==> src/rtl/ws_feeder_pkg.sv <==
// Shared definitions for the weight-stationary feeder: FSM states, default sizes
// and lane timing. WS_FEEDER_SKEW_EN selects internal fmap skew and the longer drain.
package ws_pkg;

  localparam int DEF_DATA_WIDTH = 8;
  localparam int DEF_ARRAY_DIM  = 4;

  typedef enum logic [2:0] {
    IDLE,
    WFILL,
    WSHIFT,
    COMPUTE,
    DRAIN
  } state_t;

  // Zero cycles fed after the last vector so the array can flush its last wavefront
  function automatic int drain_len(input int dim);
`ifdef WS_FEEDER_SKEW_EN
    return 2 * dim - 1;
`else
    return dim;
`endif
  endfunction

  function automatic int lane_depth(input int lane);
`ifdef WS_FEEDER_SKEW_EN
    return lane + 1;
`else
    return 1;
`endif
  endfunction

endpackage

==> src/rtl/ws_feeder_skew_line.sv <==
// Per-lane fmap delay line: a DEPTH-stage register chain, cleared by reset.
module ws_skew_line
  import ws_pkg::*;
#(
  parameter int WIDTH = DEF_DATA_WIDTH,
  parameter int DEPTH = 1
) (
  input  logic             clk,
  input  logic             rstn,
  input  logic [WIDTH-1:0] i_data,
  output logic [WIDTH-1:0] o_data
);

  logic [WIDTH-1:0] r_stage [DEPTH];

  always_ff @(posedge clk) begin
    if (!rstn) begin
      for (int i = 0; i < DEPTH; i++) r_stage[i] <= '0;
    end else begin
      r_stage[0] <= i_data;
      for (int i = 1; i < DEPTH; i++) r_stage[i] <= r_stage[i-1];
    end
  end

  assign o_data = r_stage[DEPTH-1];

endmodule

==> src/rtl/ws_feeder.sv <==
// Feeds a square weight-stationary array: buffers a weight tile, shifts it in
// bottom-row first, then streams fmap vectors with zero bubbles. Macro: WS_FEEDER_SKEW_EN.
module ws_feeder
  import ws_pkg::*;
#(
  parameter int DATA_WIDTH = DEF_DATA_WIDTH,
  parameter int ARRAY_DIM  = DEF_ARRAY_DIM
) (
  input  logic                            clk,
  input  logic                            rstn,
  input  logic                            i_start,
  input  logic [15:0]                     i_num_vec,
  input  logic                            i_w_valid,
  output logic                            o_w_ready,
  input  logic [ARRAY_DIM*DATA_WIDTH-1:0] i_w_data,
  input  logic                            i_f_valid,
  output logic                            o_f_ready,
  input  logic [ARRAY_DIM*DATA_WIDTH-1:0] i_f_data,
  output logic                            o_load,
  output logic [ARRAY_DIM*DATA_WIDTH-1:0] o_weight,
  output logic [ARRAY_DIM*DATA_WIDTH-1:0] o_fmap,
  output logic                            o_vec_valid,
  output logic                            o_busy,
  output logic                            o_done
);

  localparam int VW = ARRAY_DIM * DATA_WIDTH;
  localparam int CW = (ARRAY_DIM > 1) ? $clog2(ARRAY_DIM) : 1;
  localparam logic [CW-1:0] IDX_LAST   = CW'(ARRAY_DIM - 1);
  localparam logic [15:0]   DRAIN_LAST = 16'(drain_len(ARRAY_DIM) - 1);

  state_t          r_state;
  logic [15:0]     r_num_vec;
  logic [15:0]     r_vec_cnt;
  logic [15:0]     r_drain_cnt;
  logic [CW-1:0]   r_wcnt;
  logic [VW-1:0]   r_wbuf [ARRAY_DIM];
  logic            r_load;
  logic [VW-1:0]   r_weight;
  logic            r_w_ready;
  logic            r_f_ready;
  logic            r_busy;
  logic            r_done;
  logic            r_vec_valid;
  logic            w_w_hs;
  logic            w_f_hs;
  logic [VW-1:0]   w_fmap_in;
  logic [VW-1:0]   w_fmap_out;

  assign w_w_hs    = i_w_valid & r_w_ready;
  assign w_f_hs    = i_f_valid & r_f_ready;
  assign w_fmap_in = w_f_hs ? i_f_data : '0;

  // r_wcnt counts arriving rows in WFILL and is reused as the shift index in WSHIFT
  always_ff @(posedge clk) begin
    if (!rstn) begin
      r_state     <= IDLE;
      r_num_vec   <= '0;
      r_vec_cnt   <= '0;
      r_drain_cnt <= '0;
      r_wcnt      <= '0;
      r_load      <= 1'b0;
      r_weight    <= '0;
      r_w_ready   <= 1'b0;
      r_f_ready   <= 1'b0;
      r_busy      <= 1'b0;
      r_done      <= 1'b0;
      r_vec_valid <= 1'b0;
      for (int i = 0; i < ARRAY_DIM; i++) r_wbuf[i] <= '0;
    end else begin
      r_done      <= 1'b0;
      r_vec_valid <= w_f_hs;
      case (r_state)
        IDLE: begin
          if (i_start) begin
            r_num_vec <= i_num_vec;
            r_wcnt    <= '0;
            r_w_ready <= 1'b1;
            r_busy    <= 1'b1;
            r_state   <= WFILL;
          end
        end
        WFILL: begin
          if (w_w_hs) begin
            r_wbuf[r_wcnt] <= i_w_data;
            r_wcnt         <= r_wcnt + 1'b1;
            if (r_wcnt == IDX_LAST) begin
              r_wcnt    <= '0;
              r_w_ready <= 1'b0;
              r_load    <= 1'b1;
              r_weight  <= i_w_data;
              r_state   <= WSHIFT;
            end
          end
        end
        WSHIFT: begin
          if (r_wcnt == IDX_LAST) begin
            r_load   <= 1'b0;
            r_weight <= '0;
            if (r_num_vec == 16'd0) begin
              r_busy  <= 1'b0;
              r_done  <= 1'b1;
              r_state <= IDLE;
            end else begin
              r_vec_cnt <= '0;
              r_f_ready <= 1'b1;
              r_state   <= COMPUTE;
            end
          end else begin
            r_wcnt   <= r_wcnt + 1'b1;
            r_weight <= r_wbuf[IDX_LAST - r_wcnt - CW'(1)];
          end
        end
        COMPUTE: begin
          if (w_f_hs) begin
            r_vec_cnt <= r_vec_cnt + 16'd1;
            if (r_vec_cnt == r_num_vec - 16'd1) begin
              r_f_ready   <= 1'b0;
              r_drain_cnt <= '0;
              r_state     <= DRAIN;
            end
          end
        end
        DRAIN: begin
          if (r_drain_cnt == DRAIN_LAST) begin
            r_busy  <= 1'b0;
            r_done  <= 1'b1;
            r_state <= IDLE;
          end else begin
            r_drain_cnt <= r_drain_cnt + 16'd1;
          end
        end
        default: r_state <= IDLE;
      endcase
    end
  end

  for (genvar r = 0; r < ARRAY_DIM; r++) begin : g_lane
    ws_skew_line #(
      .WIDTH(DATA_WIDTH),
      .DEPTH(lane_depth(r))
    ) u_line (
      .clk   (clk),
      .rstn  (rstn),
      .i_data(w_fmap_in[r*DATA_WIDTH +: DATA_WIDTH]),
      .o_data(w_fmap_out[r*DATA_WIDTH +: DATA_WIDTH])
    );
  end

  assign o_w_ready   = r_w_ready;
  assign o_f_ready   = r_f_ready;
  assign o_load      = r_load;
  assign o_weight    = r_weight;
  assign o_fmap      = w_fmap_out;
  assign o_vec_valid = r_vec_valid;
  assign o_busy      = r_busy;
  assign o_done      = r_done;

endmodule

==> config.mk <==
export PLATFORM = sky130hd
export DESIGN_NAME = ws_feeder
export DESIGN_NICKNAME = d
export VERILOG_FILES = /design/src/rtl/ws_feeder_pkg.sv /design/src/rtl/ws_feeder_skew_line.sv /design/src/rtl/ws_feeder.sv
export SDC_FILE = /design/constraint.sdc
export NUM_CORES = 1
export LEC_CHECK = 0
export ABC_AREA = 0
export BUFFER_PORTS_ARGS = -buffer_cell sky130_fd_sc_hd__buf_2
export CAP_MARGIN = 20
export CORE_UTILIZATION = 33
export CTS_CLUSTER_SIZE = 10
export DETAILED_ROUTE_END_ITERATION = 10
export GPL_TIMING_DRIVEN = 1
export PLACE_DENSITY = 0.61
export SETUP_SLACK_MARGIN = 0.05
export SLEW_MARGIN = 5
export SYNTH_ARGS = -nofsm -noshare
export SYNTH_HDL_FRONTEND = slang
export SYNTH_SLANG_ARGS = --single-unit
export TNS_END_PERCENT = 20
==> constraint.sdc <==
create_clock -name clk -period 4.5 [get_ports clk]
set_input_delay 0.45 -clock clk [delete_from_list [all_inputs] [get_ports clk]]
set_output_delay 0.45 -clock clk [all_outputs]
set_load 0.05 [all_outputs]
==> qor.yml <==
placement:
  placed_cell_area_mm2: 0.01231
  dp_hpwl_um: 17340
  gp_congestion: 0.8493
  portBuffers: 154
pwr:
  pwr-share-seq_pct: 42.2
  p_sw_uw: 1959
  p_leak_uw: 0.005444
  power.share.clock_pct: 34.5
  switching_share_pct: 31.00
  p_int_uw: 4360
  p_comb_share_pct: 23.2
  pwr_density_cell_mw_per_mm2: 478.4
  ir_worst_vdd_mv: 0.3200
drt:
  wl_um: 27200
  wl_per_cell_um: 17.23
  dr.pass1.iters: 5
  drtAntennaViolNets: 0
  num_vias: 7747
  post-route-drc-count: 0
  drtIter0Drc: 612
  viasPerCell: 4.909
layout:
  fin_nets: 1203
  drive_gt1_share_pct: 22.56
  num-fill-cells: 3162
  area_growth_pct: 19.42
  design_area_mm2: 0.01321
setup_path:
  r2r-end: "r_drain_cnt[10]"
  rr_startpoint: "r_num_vec[0]"
  rrSetupSlack_ns: 1.15
  crit_chain: "inv_1 > ha_1 > nor3b_2 > and2_1 > a311o_1 > a2111o_1 > o32a_1 > or3b_1 > or3_1 > a21oi_1"
  slowest_delay_ns: 0.52
  critPathMaxFanout: 9
  start_kind: "flip-flop"
  reg2regPathDepth: 10
  crit_end: "r_drain_cnt[10]"
  crit_type: "flip-flop to flip-flop"
  cp.arrival_ns: 3.82
  crit_slowest_cell: "or3b_1"
  crit_required_ns: 4.97
  crit_path_start: "r_num_vec[0]"
  endpoint_kind: "flip-flop"
timing:
  timing.final.crit_share_pct: 74.43
  min_period_ns: 3.350
  final_max_slew_viol_count: 0
  finalHoldViolations: 0
  fmax_ghz: 0.2986
  fin_worst_skew_ns: 0.04327
  worstMarginPinSlew_ns: 0.8932
  rsz0062_at_grt: "false"
  slew_headroom_pct: 40.45
  fin_tns_setup_ns: 0
  setup_viol: 0
synthesis:
  synth_nets: 1062
  synth_flop_cell: "edfxtp_1"
  ys_async_sr_fraction_pct: 0
  synth_area_leaders: "edfxtp_1, dfxtp_1, and2_1, mux4_2, mux2i_1"
  synth_top_area_cell: "edfxtp_1"
  synth-seq-cells: 251
  syn_inst: 972
  synth_warnings: 0
  syn_avg_cell_area_um2: 11.38
  yosysUniqueCellTypes: 50
  synth_edf_count: 128
  synth_top_area_share_pct: 34.75
  seq_area_frac_synth_pct: 57.01
  netlist_area_mm2: 0.01106
grt:
  grt_pass1_wl_um: 42850
  grt_overflow: 0
  antenna_found_initial: 2
  grt_pass1_vias: 7819
  grt_use_total_pct: 15.99
  grt_max_degree: 44
clocking:
  insertion_delay_ns: 0.57
  cts_tree: "built"
  cts_resized: 0
  cts_buffer_depth: 3
  cts_root_buf: "clkbuf_16"
  postCtsHoldBufs: 0
  cts.sinks: 251
  postCtsSetupBuffers: 0
  cts_max_level: 1
  numCtsBuffers: 30
  cts.clk_slew.worst_paths_ns: 0.06
floorplanning:
  rows: 66
  num_io_pins: 155
  die_h_um: 185.1
  initial_core_util_pct: 33.74
  core_mm2: 0.03278
  die_w_um: 185.1
  die-area_mm2: 0.03426
run_status:
  status: "complete, no violations"
worst_hold_path:
  hp-class: "input port to flip-flop"
flow_run:
  cap_violations: 0
[worst min path at each step]
| stage | start | end | slack [ns] | cells past startpoint |
|---|---|---|---|---|
| finish | i_f_data[19] | g_lane[2].u_line.r_stage[0][3] | 0.07 | 2 |
| global route | i_f_data[19] | g_lane[2].u_line.r_stage[0][3] | 0.05 | 2 |
| CTS | i_f_data[19] | g_lane[2].u_line.r_stage[0][3] | 0.05 | 2 |
| detailed placement | o_load | o_load | 0.48 | 2 |
| global placement | o_load | o_load | 0.47 | 2 |
| floorplan | r_num_vec[14] | r_num_vec[14] | 0.46 | 2 |
[cells in the final DEF (no fill, tap or decap), types with 23 or more instances in the layout]
cell type  count
buf_2        154
clkbuf_16     30
a21oi_1       37
mux4_2        32
mux2i_1       34
xor2_1        23
nand2_1       64
and3_1        37
and2_1       163
edfxtp_1     128
nor2_1        38
o21ai_0       50
dfxtp_1      122
nand3_1       48
[per-stage QoR]
stage / worst slack (ns) / power (uW) / hold slack, ns / instances / utilization, %
4_1_cts: 1.130 / 6382 / 0.04805 / 1576 / 40.25
6_report: 1.150 / 6320 / 0.07164 / 1578 / 40.29
5_1_grt: 0.9442 / 6634 / 0.04578 / 1578 / 40.29
2_1_floorplan: 1.429 / 3760 / 0.4605 / 972 / -
3_3_place_gp: 1.274 / 4163 / 0.4658 / 1522 / 37.55
3_5_place_dp: 1.155 / 4184 / 0.4758 / 1522 / 37.55
[worst max-delay path: cells and delay by family (launching register included)]
kind	cells	cell delay (ns)
AOI/OAI and AO/OA	4	1.25
adders and majority gates	1	0.25
buffers and inverters	1	0.10
DFF	1	0.41
and+or+nand+nor	4	1.26
[per-layer routing]
| metal | up-vias | wire [um] | track usage [%] |
|---|---|---|---|
| met3 | 32 | 1301 | 2.812 |
| met1 | 3793 | 11860 | 20.07 |
| li1 | 3747 | - | - |
| met5 | - | 12 | 0 |
| met4 | 2 | 425 | 4.099 |
| met2 | 173 | 13600 | 28.26 |
[flip-flops by register name, summed over array words and instances (netlist names)]
| name | cells |
|---|---|
| o_done | 1 |
| r_wbuf | 128 |
| o_w_ready | 1 |
| r_vec_cnt | 16 |
| r_num_vec | 16 |
| g_lane.u_line.r_stage | 32 |
| o_weight | 32 |
| r_state | 3 |
| o_f_ready | 1 |
| o_load | 1 |
| o_busy | 1 |
| r_drain_cnt | 16 |
| r_wcnt | 2 |
| o_vec_valid | 1 |
[power groups by stage]
| stage | clock network, uW | logic [uW] | registers (uW) |
|---|---|---|---|
| after floorplan | 0 | 898 | 2860 |
| after global placement | 0 | 1460 | 2710 |
| after detailed placement | 0 | 1470 | 2720 |
| after CTS | 2240 | 1470 | 2670 |
| after global routing | 2340 | 1600 | 2690 |
| final | 2180 | 1470 | 2670 |
[synth_stat cells (all sizes together) (2+ instances only)]
| master | count |
|---|---|
| xnor2 | 16 |
| dfxtp | 123 |
| or3b | 2 |
| nand2 | 65 |
| mux2i | 34 |
| inv | 10 |
| nand3 | 48 |
| nand4 | 12 |
| and4 | 3 |
| nor3 | 10 |
| a31oi | 5 |
| or4 | 2 |
| a211o | 2 |
| nor2b | 5 |
| a21boi | 2 |
| nor2 | 40 |
| buf | 9 |
| or3 | 14 |
| mux4 | 32 |
| ha | 5 |
| nor3b | 6 |
| nand2b | 7 |
| and3 | 37 |
| nor4 | 9 |
| o21ai | 50 |
| clkbuf | 56 |
| o211ai | 2 |
| edfxtp | 128 |
| a221oi | 2 |
| xor2 | 23 |
| and2 | 163 |
| a21oi | 37 |
[cell type report]
cell class	instances	area, um^2	share of cell area [%]
Clock buffer	51	839.6	6.355
Tap cell	442	553.0	4.186
Multi-Input combinational cell	646	4498	34.05
Timing Repair Buffer	174	927.1	7.018
Sequential cell	251	6307	47.75
Antenna cell	1	2.502	0.01894
Clock inverter	3	45.04	0.3410
Inverter	10	37.54	0.2841
[logic make-up (layout without fill, tap and decap cells)]
group / after synthesis / in the layout / share of synthesized area, %
AO/OA/AOI/OAI: 109 / 109 / 5.565
buffers and inverters: 75 / 238 / 2.624
adder cells (fa/ha/maj): 5 / 5 / 0.5655
flip-flops: 251 / 251 / 57.01
AND/OR/NAND/NOR: 426 / 426 / 21.46
other: 0 / 1 / 0
multiplexers: 67 / 67 / 9.693
XOR/XNOR: 39 / 39 / 3.088
(Power assumes the default switching activity.)
